$ cat config.mk
export PLATFORM = sky130hd
export DESIGN_NAME = cpri_tx_sched_flat
export DESIGN_NICKNAME = d
export VERILOG_FILES = /design/src/rtl/cpri_tx_sched_if.sv /design/src/rtl/cpri_tx_sched.sv /design/src/flat_wrapper.sv
export SDC_FILE = /design/constraint.sdc
export NUM_CORES = 1
export LEC_CHECK = 0
export BUFFER_PORTS_ARGS = -buffer_cell sky130_fd_sc_hd__buf_2
export CAP_MARGIN = 20
export CORE_MARGIN = 8
export CORE_UTILIZATION = 45
export CTS_CLUSTER_SIZE = 14
export DETAILED_ROUTE_END_ITERATION = 6
export GPL_TIMING_DRIVEN = 0
export PLACE_DENSITY = 0.69
export SYNTH_ARGS = -nofsm -noshare
export SYNTH_HDL_FRONTEND = slang
export SYNTH_SLANG_ARGS = --single-unit
$ cat constraint.sdc
create_clock -name i_clk -period 2.04 [get_ports i_clk]
set_clock_uncertainty 0.2 [all_clocks]
set_input_delay 0.204 -clock i_clk [delete_from_list [all_inputs] [get_ports i_clk]]
set_output_delay 0.204 -clock i_clk [all_outputs]
set_load 0.01 [all_outputs]
$ cat src/rtl/cpri_tx_sched_if.sv
// Control/status bundle between the CPRI TX scheduler and its controller.
// The scheduler uses the slave modport; the controller side (or bench) uses master.
interface cpri_tx_sched_if;
    logic       i_enable;
    logic       i_symb_start;
    logic [1:0] i_lane_rdy;
    logic       i_tim_sync;
    logic [6:0] i_slot_init;
    logic [3:0] i_symb_init;
    logic       i_clr_ovr;
    logic       o_rx_vld;
    logic       o_rx_sop;
    logic       o_rx_eop;
    logic       o_rbg_load;
    logic [3:0] o_rbg_idx;
    logic [6:0] o_slot_idx;
    logic [3:0] o_symb_idx;
    logic       o_busy;
    logic       o_overrun;

    modport master (
        output i_enable, i_symb_start, i_lane_rdy, i_tim_sync, i_slot_init, i_symb_init,
               i_clr_ovr,
        input  o_rx_vld, o_rx_sop, o_rx_eop, o_rbg_load, o_rbg_idx, o_slot_idx, o_symb_idx,
               o_busy, o_overrun
    );

    modport slave (
        input  i_enable, i_symb_start, i_lane_rdy, i_tim_sync, i_slot_init, i_symb_init,
               i_clr_ovr,
        output o_rx_vld, o_rx_sop, o_rx_eop, o_rbg_load, o_rbg_idx, o_slot_idx, o_symb_idx,
               o_busy, o_overrun
    );
endinterface

$ cat src/rtl/cpri_tx_sched.sv
// Per-symbol RBG scheduler for the two-lane CPRI TX datapath: load, wait for both
// lanes, stream one framed burst per RBG, and keep slot/symbol numbering.
module cpri_tx_sched #(
    parameter int unsigned NUM_RBG       = 16,
    parameter int unsigned RBG_LEN       = 48,
    parameter int unsigned GAP_CYC       = 4,
    parameter int unsigned SYMB_PER_SLOT = 14,
    parameter int unsigned SLOT_NUM      = 80
) (
    input logic              i_clk,
    input logic              i_reset,
    cpri_tx_sched_if.slave   sched_if
);

    localparam logic [3:0] RbgLast  = 4'(NUM_RBG - 1);
    localparam logic [7:0] BeatLast = 8'(RBG_LEN - 1);
    localparam logic [3:0] GapLast  = (GAP_CYC == 0) ? 4'd0 : 4'(GAP_CYC - 1);
    localparam logic [3:0] SymbLast = 4'(SYMB_PER_SLOT - 1);
    localparam logic [6:0] SlotLast = 7'(SLOT_NUM - 1);

    typedef enum logic [2:0] {StIdle, StLoad, StWaitRdy, StStream, StGap} state_e;

    state_e     state_q, state_d;
    logic [3:0] rbg_idx_q, rbg_idx_d;
    logic [7:0] beat_q, beat_d;
    logic [3:0] gap_q, gap_d;
    logic [6:0] slot_cnt_q, slot_cnt_d, slot_idx_q, slot_idx_d;
    logic [3:0] symb_cnt_q, symb_cnt_d, symb_idx_q, symb_idx_d;
    logic       pending_q, pending_d, overrun_q, overrun_d;
    logic       vld_q, vld_d, sop_q, sop_d, eop_q, eop_d;
    logic       load_q, load_d, busy_q, busy_d;
    logic       start_acc, final_eop;

    always_comb begin
        state_d    = state_q;
        rbg_idx_d  = rbg_idx_q;
        beat_d     = beat_q;
        gap_d      = gap_q;
        slot_idx_d = slot_idx_q;
        symb_idx_d = symb_idx_q;
        final_eop  = 1'b0;
        start_acc  = sched_if.i_symb_start & sched_if.i_enable;

        unique case (state_q)
            StIdle: begin
                if (sched_if.i_enable && (sched_if.i_symb_start || pending_q)) begin
                    state_d    = StLoad;
                    rbg_idx_d  = '0;
                    slot_idx_d = slot_cnt_q;
                    symb_idx_d = symb_cnt_q;
                end
            end
            StLoad: state_d = StWaitRdy;
            StWaitRdy: begin
                if (sched_if.i_lane_rdy == 2'b11) begin
                    state_d = StStream;
                    beat_d  = '0;
                end
            end
            StStream: begin
                if (beat_q == BeatLast) begin
                    if (rbg_idx_q == RbgLast) begin
                        state_d   = StIdle;
                        final_eop = 1'b1;
                    end else if (GAP_CYC == 0) begin
                        state_d   = StLoad;
                        rbg_idx_d = rbg_idx_q + 4'd1;
                    end else begin
                        state_d = StGap;
                        gap_d   = '0;
                    end
                end else begin
                    beat_d = beat_q + 8'd1;
                end
            end
            StGap: begin
                if (gap_q == GapLast) begin
                    state_d   = StLoad;
                    rbg_idx_d = rbg_idx_q + 4'd1;
                end else begin
                    gap_d = gap_q + 4'd1;
                end
            end
            default: state_d = StIdle;
        endcase

        // One start may queue behind the in-flight symbol; a second one is lost.
        pending_d = pending_q;
        overrun_d = overrun_q & ~sched_if.i_clr_ovr;
        if (state_q == StIdle && state_d == StLoad) pending_d = 1'b0;
        if (start_acc && state_q != StIdle) begin
            if (!pending_q) pending_d = 1'b1;
            else            overrun_d = 1'b1;
        end

        slot_cnt_d = slot_cnt_q;
        symb_cnt_d = symb_cnt_q;
        if (sched_if.i_tim_sync) begin
            slot_cnt_d = sched_if.i_slot_init;
            symb_cnt_d = sched_if.i_symb_init;
        end else if (final_eop) begin
            if (symb_cnt_q == SymbLast) begin
                symb_cnt_d = '0;
                slot_cnt_d = (slot_cnt_q == SlotLast) ? 7'd0 : slot_cnt_q + 7'd1;
            end else begin
                symb_cnt_d = symb_cnt_q + 4'd1;
            end
        end

        vld_d  = (state_d == StStream);
        sop_d  = (state_q == StWaitRdy) && (state_d == StStream);
        eop_d  = (state_d == StStream) && (beat_d == BeatLast);
        load_d = (state_d == StLoad);
        busy_d = (state_d != StIdle);
    end

    always_ff @(posedge i_clk) begin
        if (i_reset) begin
            state_q    <= StIdle;
            rbg_idx_q  <= '0;
            beat_q     <= '0;
            gap_q      <= '0;
            slot_cnt_q <= '0;
            symb_cnt_q <= '0;
            slot_idx_q <= '0;
            symb_idx_q <= '0;
            pending_q  <= 1'b0;
            overrun_q  <= 1'b0;
            vld_q      <= 1'b0;
            sop_q      <= 1'b0;
            eop_q      <= 1'b0;
            load_q     <= 1'b0;
            busy_q     <= 1'b0;
        end else begin
            state_q    <= state_d;
            rbg_idx_q  <= rbg_idx_d;
            beat_q     <= beat_d;
            gap_q      <= gap_d;
            slot_cnt_q <= slot_cnt_d;
            symb_cnt_q <= symb_cnt_d;
            slot_idx_q <= slot_idx_d;
            symb_idx_q <= symb_idx_d;
            pending_q  <= pending_d;
            overrun_q  <= overrun_d;
            vld_q      <= vld_d;
            sop_q      <= sop_d;
            eop_q      <= eop_d;
            load_q     <= load_d;
            busy_q     <= busy_d;
        end
    end

    assign sched_if.o_rx_vld   = vld_q;
    assign sched_if.o_rx_sop   = sop_q;
    assign sched_if.o_rx_eop   = eop_q;
    assign sched_if.o_rbg_load = load_q;
    assign sched_if.o_rbg_idx  = rbg_idx_q;
    assign sched_if.o_slot_idx = slot_idx_q;
    assign sched_if.o_symb_idx = symb_idx_q;
    assign sched_if.o_busy     = busy_q;
    assign sched_if.o_overrun  = overrun_q;

endmodule

$ cat src/flat_wrapper.sv
// flat-port wrapper written by rule: the top's interface ports become plain ports
module cpri_tx_sched_flat 
#(
    parameter int unsigned NUM_RBG       = 16,
    parameter int unsigned RBG_LEN       = 48,
    parameter int unsigned GAP_CYC       = 4,
    parameter int unsigned SYMB_PER_SLOT = 14,
    parameter int unsigned SLOT_NUM      = 80
)
  (i_clk, i_reset, sched_if_i_enable, sched_if_i_symb_start, sched_if_i_lane_rdy, sched_if_i_tim_sync, sched_if_i_slot_init, sched_if_i_symb_init, sched_if_i_clr_ovr, sched_if_o_rx_vld, sched_if_o_rx_sop, sched_if_o_rx_eop, sched_if_o_rbg_load, sched_if_o_rbg_idx, sched_if_o_slot_idx, sched_if_o_symb_idx, sched_if_o_busy, sched_if_o_overrun);
  cpri_tx_sched_if sched_if_i ();
  input logic i_clk;
  input logic i_reset;
  input wire logic [$bits(sched_if_i.i_enable)-1:0] sched_if_i_enable;
  input wire logic [$bits(sched_if_i.i_symb_start)-1:0] sched_if_i_symb_start;
  input wire logic [$bits(sched_if_i.i_lane_rdy)-1:0] sched_if_i_lane_rdy;
  input wire logic [$bits(sched_if_i.i_tim_sync)-1:0] sched_if_i_tim_sync;
  input wire logic [$bits(sched_if_i.i_slot_init)-1:0] sched_if_i_slot_init;
  input wire logic [$bits(sched_if_i.i_symb_init)-1:0] sched_if_i_symb_init;
  input wire logic [$bits(sched_if_i.i_clr_ovr)-1:0] sched_if_i_clr_ovr;
  output wire logic [$bits(sched_if_i.o_rx_vld)-1:0] sched_if_o_rx_vld;
  output wire logic [$bits(sched_if_i.o_rx_sop)-1:0] sched_if_o_rx_sop;
  output wire logic [$bits(sched_if_i.o_rx_eop)-1:0] sched_if_o_rx_eop;
  output wire logic [$bits(sched_if_i.o_rbg_load)-1:0] sched_if_o_rbg_load;
  output wire logic [$bits(sched_if_i.o_rbg_idx)-1:0] sched_if_o_rbg_idx;
  output wire logic [$bits(sched_if_i.o_slot_idx)-1:0] sched_if_o_slot_idx;
  output wire logic [$bits(sched_if_i.o_symb_idx)-1:0] sched_if_o_symb_idx;
  output wire logic [$bits(sched_if_i.o_busy)-1:0] sched_if_o_busy;
  output wire logic [$bits(sched_if_i.o_overrun)-1:0] sched_if_o_overrun;
  assign sched_if_i.i_enable = sched_if_i_enable;
  assign sched_if_i.i_symb_start = sched_if_i_symb_start;
  assign sched_if_i.i_lane_rdy = sched_if_i_lane_rdy;
  assign sched_if_i.i_tim_sync = sched_if_i_tim_sync;
  assign sched_if_i.i_slot_init = sched_if_i_slot_init;
  assign sched_if_i.i_symb_init = sched_if_i_symb_init;
  assign sched_if_i.i_clr_ovr = sched_if_i_clr_ovr;
  assign sched_if_o_rx_vld = sched_if_i.o_rx_vld;
  assign sched_if_o_rx_sop = sched_if_i.o_rx_sop;
  assign sched_if_o_rx_eop = sched_if_i.o_rx_eop;
  assign sched_if_o_rbg_load = sched_if_i.o_rbg_load;
  assign sched_if_o_rbg_idx = sched_if_i.o_rbg_idx;
  assign sched_if_o_slot_idx = sched_if_i.o_slot_idx;
  assign sched_if_o_symb_idx = sched_if_i.o_symb_idx;
  assign sched_if_o_busy = sched_if_i.o_busy;
  assign sched_if_o_overrun = sched_if_i.o_overrun;
  cpri_tx_sched #(.NUM_RBG(NUM_RBG), .RBG_LEN(RBG_LEN), .GAP_CYC(GAP_CYC), .SYMB_PER_SLOT(SYMB_PER_SLOT), .SLOT_NUM(SLOT_NUM)) u_core (.i_clk(i_clk), .i_reset(i_reset), .sched_if(sched_if_i));
endmodule
* Word-level counts from Yosys, hierarchy flattened
Cells that the tools add are included.
Storage, ports and cells: bits in registers 48, input port bits 19, output and inout bits 21, word-level logic and storage cells 89
Cells by class: add/sub/neg operators 5, eq/ne operators 18, multiplexer cells 31, bitwise operators 3, reduce and logical (&&, ||, !) cells 17
Operator list (number):
- $mux W4 | 8
- $mux W7 | 4
- $eq A8 B6 Y1 const B | 2
- $mux W8 | 2
- $pmux W4 S2 | 2
- $pmux W8 S2 | 1
- $mux W3 | 5
- $pmux W3 S5 | 1
- $add A4 B1 Y4 const B | 3
- $eq A3 B2 Y1 const B | 3
- $add A8 B1 Y8 const B | 1
- $eq A4 B4 Y1 const B | 2
- $mux W1 | 8
- $reduce_bool A2 Y1 | 4
- $add A7 B1 Y7 const B | 1
- $eq A7 B7 Y1 const B | 1
- $eq A3 B1 Y1 const B | 2
- $ne A2 B1 Y1 const B | 3
- $reduce_bool A3 Y1 | 2
- $logic_and A1 B1 Y1 | 5
- $eq A4 B2 Y1 const B | 1
- $ne A2 B2 Y1 const B | 2
- $reduce_and A2 Y1 | 2
- $reduce_and A4 Y1 | 1
- other kinds (7) | 8

* Longest topological paths before layout
Gate-level depths: netlist of the first run.
depth after elaboration 9, gate-level depth with buffers 7, mapped depth without buffers 6

* Worst setup path before layout of the first run
No wires, ideal clock.
kind register to register, start point register u_core.beat_q[0], end point register u_core.eop_q, in the netlist u_core.sched_if.o_rx_eop, setup time 0.123 ns, arrival 1.706 ns, data required time 1.717 ns, slack 0.011 ns, cell stages (with the launch flop) 7, path buffers 0, clock period less this slack 2.029 ns, cell sequence dfxtp_1 > ha_1 > nand4_4 > or4_2 > and3_1 > o211ai_1 > nor4_1
Between the ends: word-level cells in the longest chain between the ends 5, elaborated cells between the ends (all ways) 10, those cells by class add/sub (1); eq/ne (3); mux (5); reduce/logical (1)
Ends and longest elaborated chain:
- start, declared | RTL line cpri_tx_sched.sv:25 | logic [7:0] beat_q, beat_d;
- start signal, assigned | RTL line cpri_tx_sched.sv:137 | beat_q <= beat_d;
- $add A8 B1 Y8 or $eq A8 B6 Y1 (tied branches) | RTL line cpri_tx_sched.sv:73, cpri_tx_sched.sv:61
- $mux W8 or $mux W3 (tied branches) | RTL line cpri_tx_sched.sv:61 | if (beat_q == BeatLast) begin
- $pmux W8 S2 or $pmux W3 S5 (tied branches) | RTL line cpri_tx_sched.sv:44 | unique case (state_q)
- $eq A8 B6 Y1 or $eq A3 B2 Y1 (tied branches) | RTL line cpri_tx_sched.sv:112 | eop_d = (state_d == StStream) && (beat_d == BeatLast);
- $logic_and A1 B1 Y1 * | RTL line cpri_tx_sched.sv:112
- end signal, assigned | RTL line cpri_tx_sched.sv:147 | eop_q <= eop_d;
- end, declared | RTL line cpri_tx_sched.sv:30 | logic vld_q, vld_d, sop_q, sop_d, eop_q, eop_d;
Mark *: on every way between the ends. The rest lies on a longest branch, timed or not. A chain may end at the register's enable or synchronous reset.

* Worst setup path after layout of the first run
Same ends and word-level chain as after synthesis.

==> results of run 1 <==
-- worst paths after layout --
| check | end | cells past startpoint | slack (ns) | startpoint |
|---|---|---|---|---|
| setup / recovery | u_core.sched_if.o_rx_eop$_SDFF_PP0_ | 6 | 0.02 | u_core.beat_q[0]$_SDFF_PP0_ |
| hold / removal | u_core.slot_cnt_q[6]$_SDFFE_PP0P_ | 4 | 0.03 | sched_if_i_slot_init[6] |
| setup reg to reg | u_core.sched_if.o_rx_eop$_SDFF_PP0_ | 6 | 0.02 | u_core.beat_q[0]$_SDFF_PP0_ |
| hold reg to reg | u_core.sched_if.o_overrun$_SDFF_PP0_ | 2 | 0.28 | u_core.sched_if.o_overrun$_SDFF_PP0_ |
-- synthesized netlist by cell type, types with 4 or more instances --
master     n  area share, %
dfxtp_1   48             41
nor2_1    36            5.7
mux2i_1   15            6.4
a21oi_1   13            2.8
nand3_1    9            1.9
nor3_1     9            1.9
a211oi_1   8            2.5
o21ai_0    8            1.7
nand2_1    7            1.1
nor2b_1    6            1.6
nor3b_1    6            1.9
xor2_1     6            2.2
clkbuf_1   5           0.80
and2_1     4            1.1
and3_1     4            1.1
ha_1       4            2.1
-- layout by cell type (no fill, tap or decap), types with 3 or more instances in the layout --
master and n:
buf_2 39, nor2b_1 6, dfxtp_2 4, a21boi_0 3, dlygate4sd3_1 16, clkbuf_8 6, dfxtp_4 4, a31oi_1 3
nor2_1 35, nand4_1 3, nand3_1 9, xor2_1 6, inv_1 3, nand2_1 7, o21ai_0 7, nor3_1 7
and2_1 4, nor3b_1 4, buf_4 3, and3_1 4, a211oi_1 7, dfxtp_1 40, a21oi_1 12, o211ai_1 3
mux2i_1 15, o31a_1 3, clkbuf_1 5, nand2b_1 3
-- power by group through the flow --
stage	registers, W	logic (W)	clock network, W
after floorplan	0.00102	0.000113	0
after global placement	0.00102	0.000177	0
after detailed placement	0.00102	0.000179	0
after CTS	0.000999	0.000204	0.000630
after global routing	0.00100	0.000236	0.000673
final	0.000996	0.000215	0.000612
-- what timing repair did --
action,CTS,global route
resized for setup,10,25
endpoints found under the hold margin,15,0
setup endpoints to repair,16,19
pin swaps,4,4
hold buffers,16,0
setup buffers,2,0
-- metrics by stage --
stage	area, µm²	hold slack, ns	worst slack, ns
finish	3040	0.0339	0.0188
detailed placement	2640	0.249	-0.154
floorplan	2360	0.0839	0.0112
global placement	2640	0.247	-0.162
global route	3040	0.0255	-0.0617
CTS	2960	0.0193	-0.00481
-- sequential cells by signal (all words and copies together) (netlist names), 3 cells and up --
| signal | flops |
|---|---|
| u_core.beat_q | 8 |
| u_core.sched_if.o_slot_idx | 7 |
| u_core.slot_cnt_q | 7 |
| u_core.gap_q | 4 |
| u_core.sched_if.o_rbg_idx | 4 |
| u_core.sched_if.o_symb_idx | 4 |
| u_core.symb_cnt_q | 4 |
| u_core.state_q | 3 |
-- metal layers --
| layer | share of wire [%] | up-vias | wire length (µm) |
|---|---|---|---|
| met5 | 0 | - | 0 |
| met4 | 2.1 | 0 | 117 |
| met3 | 3.9 | 13 | 222 |
| met2 | 47 | 46 | 2650 |
| met1 | 47 | 990 | 2670 |
| li1 | - | 1068 | - |
-- area by class of cell --
type	instances	area (µm²)	share of cell area, %
Clock inverter	2	13.8	0.453
Multi-Input combinational cell	194	1430	47.2
Timing Repair Buffer	57	370	12.2
Sequential cell	48	981	32.3
Inverter	4	15.0	0.495
Buffer	9	53.8	1.77
Clock buffer	6	82.6	2.72
Tap cell	70	87.6	2.89
-- logic make-up (layout without fill, tap and decap cells) --
family / after synthesis / count (layout) / synth area share, %
fa+ha+maj: 4 / 4 / 2.12
buf+inv: 13 / 78 / 2.50
xor+xnor: 7 / 7 / 2.60
mux: 16 / 16 / 6.85
flops: 48 / 48 / 40.8
simple gates: 112 / 112 / 29.3
compound gates: 55 / 55 / 15.9
-- critical path: cells and delay by family (launching register included) --
kind                     cells  cell delay, ns
AO/OA/AOI/OAI                1            0.08
adder cells (fa/ha/maj)      1            0.17
flip-flops                   1            0.38
AND/OR/NAND/NOR              4            1.07
==> impl_metrics.toml, run 1 <==
[detailed_routing]
drt-initial-drc-count = 86
ant_nets = 0
drcViolationCount = 0
vias = 2117
drt_wl_total_mm = 5.66
post_drt_wl_per_cell_um = 14.5
first_pass_iters = 4
vias_per_cell = 5.43

[grt]
grt_max_degree = 16
track_usage_pct = 15.0
met3_usage_pct = 3.71
top_usage_layer = "met2"
antenna_found_initial = 0
grt_overflow_total = 0
use_met1_pct = 18.5
first_global_vias = 2046
grt_pass1_wl_mm = 9.41
grt_use_met2_pct = 24.8

[worst_setup_path]
required_ns = 2.03
cp.arrival_ns = 2.01
critical_path.cell_chain = "ha_4 > nand4_4 > or4_2 > and3_1 > o211ai_1 > nor4_1"
endpoint_kind = "flop"
worstSetupPathType = "reg2reg"
path_max_fanout = 5
startpoint_type = "flop"
cp_slowest_cell = "or4_2"
max_stage_delay_ns = 0.64

[placement]
portBuffers = 39
hpwl_mm = 3.98
gp_congestion = 0.870
placedCellCount = 364

[synthesis]
ys_seq_area_share_pct = 40.8
ys.flop_type = "dfxtp_1"
synth_cells = 255
postSynth.asyncResetShare_pct = 0
synth_cell_type_count = 60
syn_area_um2 = 2360
ys_ff_latch = 48
synth_warnings = 0
synth.net_count = 278
synth_edf_count = 0
syn_area_per_cell_um2 = 9.24

[clocking]
cts_buffers = 5
clock-sinks = 48
cts_tree = "yes"
clkTransAtPathRegs_ns = 0.09
cts.path.max_buffers = 2
h-tree-depth = 2
clockRootBuffer = "clkbuf_8"
clk_latency_ns = 0.30

[timing]
slew_viol_final = 0
worst_slew_pin_slew_ns = 0.541
min_period_over_period_pct = 99.1
rsz0062_at_grt = "true"
setup_violations = 0
hold_viol_final = 0
tns_ns = 0
min_period_ns = 2.02
clock.fmax_ghz = 0.495
max_slew_margin_pct = 63.9

[layout]
final_net_count = 342
drive_above_1_share_pct = 29.7
fin_util_pct = 59.8
fill_cells = 446
syn_to_final_growth_pct = 28.8
stdcell_count = 390
num_antenna_cells = 0

[die]
core_um2 = 5070
ios = 40
rows = 26
die-area_um2 = 7810
fp.dieW_um = 88.4
start_util_pct = 46.4
die_y_um = 88.4

[job]
maxCapViolCount = 0

[min_path]
hold_class = "in2reg"

[power]
p_int_w = 0.00135
p_seq_share_pct = 54.6
power_density_nw_per_um2 = 601
p_sw_w = 0.000472
swShare_pct = 25.9
clkPwrFrac_pct = 33.6
p_leak_nw = 1.26
pwr-share-comb_pct = 11.8
totalPowerFinal_w = 0.00182
peakVddDrop_mv = 0.360

[run_status]
status = "finished, final reports clean"
Note: power is estimated with default switching activity, not from simulation.
==> run 2, diff against run 1 <==
--- a/config.mk
+++ b/config.mk
@@ -8,11 +8,10 @@
 export BUFFER_PORTS_ARGS = -buffer_cell sky130_fd_sc_hd__buf_2
 export CAP_MARGIN = 20
 export CORE_MARGIN = 8
-export CORE_UTILIZATION = 45
+export CORE_UTILIZATION = 40
 export CTS_CLUSTER_SIZE = 14
 export DETAILED_ROUTE_END_ITERATION = 6
 export GPL_TIMING_DRIVEN = 0
-export PLACE_DENSITY = 0.69
 export SYNTH_ARGS = -nofsm -noshare
 export SYNTH_HDL_FRONTEND = slang
 export SYNTH_SLANG_ARGS = --single-unit
==> run 2 against run 1 <==
  * Via count grew 1.3%
  * Routed wire length grew 7.1%
  * Critical path type unchanged
  * Critical path depth is the same
  * Design area rose by 2.2%
  * First-iteration DRC count grew 28%
  * Hold slack got worse by 0.012 ns
  * Global-route usage is 1.3 points lower
  * Highest routed layer unchanged
  * Utilization decreased by 6.5 points
==> impl_metrics.toml, run 2 (synthesis gave the netlist of run 1 again) <==
[worst_setup_path]
required_ns = 2.03
max_stage_delay_ns = 0.44
cp_slowest_cell = "or3_4"
critical_path.cell_chain = "or3_4 > nor2_8 > nand2_4 > buf_4 > o31a_1 > o31a_1"
cp_common_cell = "o31a_1"
endpoint_kind = "flop"
worstSetupPathType = "reg2reg"
cp.arrival_ns = 2.00
startpoint_type = "flop"
path_max_fanout = 6

[detailed_routing]
drt-initial-drc-count = 110
vias = 2144
drcViolationCount = 0
post_drt_wl_per_cell_um = 15.0
vias_per_cell = 5.32
drt_wl_total_mm = 6.06
first_pass_iters = 4
ant_nets = 0

[layout]
layout_commonest_cell = "buf_2"
final_cell_mix = "buf_2 (40), nor2_1 (35), dfxtp_1 (34)"
largest_reg_flops = 8
final_net_count = 351
drive_above_1_share_pct = 33.2
regMostFlops = "u_core.beat_q"
syn_to_final_growth_pct = 31.7
stdcell_count = 403
num_antenna_cells = 0

[die]
die-area_um2 = 8600
die_y_um = 92.7
fp.dieW_um = 92.7
rows = 28
core_um2 = 5820
start_util_pct = 40.5
ios = 40

[placement]
placedCellCount = 369
portBuffers = 39
hpwl_mm = 4.12
gp_congestion = 0.851

[grt]
grt_overflow_total = 0
grt_pass1_wl_mm = 9.76
antenna_found_initial = 0
track_usage_pct = 13.7
grt_max_degree = 15
first_global_vias = 2086

[power]
p_leak_nw = 1.30
power_density_nw_per_um2 = 579
peakVddDrop_mv = 0.321
totalPowerFinal_w = 0.00180

[clocking]
clock-sinks = 48
h-tree-depth = 2
clockRootBuffer = "clkbuf_8"
clkTransAtPathRegs_ns = 0.09
clk_latency_ns = 0.30
cts.path.max_buffers = 2
cts_buffers = 5
cts_tree = "yes"

[job]
maxCapViolCount = 0

[run_status]
status = "finished, final reports clean"

[timing]
holdWs_ns = 0.0221
min_period_ns = 2.01
worst_slew_pin_slew_ns = 0.579
clock.fmax_ghz = 0.497
slew_viol_final = 0
setup_violations = 0
rsz0062_at_grt = "true"
max_slew_margin_pct = 61.4
min_period_over_period_pct = 98.6
hold_viol_final = 0

[min_path]
hold_class = "in2reg"
run 2: cell types whose count changed in the layout (fill, tap and decap cells not counted), sizes merged:
cell,before,now
inv,4,3
clkbuf,13,12
buf,43,55
dlygate4sd3,16,14
run 2: what timing repair did:
item,4_1_cts,5_1_grt
pin swaps,1,11
hold buffers,14,0
buffers inserted,1,12
hold endpoints to repair,13,0
gates resized for setup,15,26
endpoints found under the setup margin,17,20
run 2: where the power goes:
group	total, W	internal [W]	leakage [nW]	switching (W)
sequential	0.000994	0.000963	0.399	0.0000317
combinational	0.000211	0.000104	0.857	0.000107
clock	0.000592	0.000271	0.0473	0.000321
total	0.00180	0.00134	1.30	0.000460
run 2: worst max-delay path, delay by kind of cell (launching register included):
| family | cells | cell delay (ns) |
|---|---|---|
| AOI/OAI and AO/OA | 2 | 0.51 |
| buffers and inverters | 1 | 0.14 |
| and+or+nand+nor | 3 | 0.69 |
| DFF | 1 | 0.37 |
run 2: metal layers:
metal	GRT usage [%]	share of wire, %	vias to the layer above
li1	-	-	1080
met1	16.8	45	1004
met2	23.4	49	56
met3	3.32	5.6	4
met4	3.62	0.53	0
met5	0	0	-
run 2: final timing paths:
| kind | slack (ns) | cells after the start | endpoint | from |
|---|---|---|---|---|
| setup / recovery | 0.03 | 6 | u_core.slot_cnt_q[6]$_SDFFE_PP0P_ | u_core.beat_q[7]$_SDFF_PP0_ |
| hold / removal | 0.02 | 3 | u_core.slot_cnt_q[3]$_SDFFE_PP0P_ | sched_if_i_tim_sync |
| setup reg to reg | 0.03 | 6 | u_core.slot_cnt_q[6]$_SDFFE_PP0P_ | u_core.beat_q[7]$_SDFF_PP0_ |
| hold reg to reg | 0.28 | 2 | u_core.sched_if.o_overrun$_SDFF_PP0_ | u_core.sched_if.o_overrun$_SDFF_PP0_ |
run 2: metrics by stage:
stage / util [%] / worst slack (ns) / instance area (µm²) / TNS [ns]
2_1_floorplan: - / 0.0112 / 2360 / 0
3_3_place_gp: 45.5 / -0.155 / 2650 / -0.926
3_5_place_dp: 45.5 / -0.168 / 2650 / -1.21
4_1_cts: 50.5 / 0.00193 / 2940 / 0
5_1_grt: 53.3 / -0.0648 / 3100 / -0.188
6_report: 53.3 / 0.0276 / 3100 / 0
run 2: final cells by class:
| type | instances | area (µm²) |
|---|---|---|
| fillers | 564 | 2710 |
| inverters | 4 | 15.0 |
| flip-flops and latches | 48 | 996 |
| clock inverters | 1 | 8.76 |
| repair buffers | 66 | 433 |
| multi-input cells | 194 | 1420 |
| plain buffers | 9 | 51.3 |
| well taps | 75 | 93.8 |
| clock buffers | 6 | 82.6 |
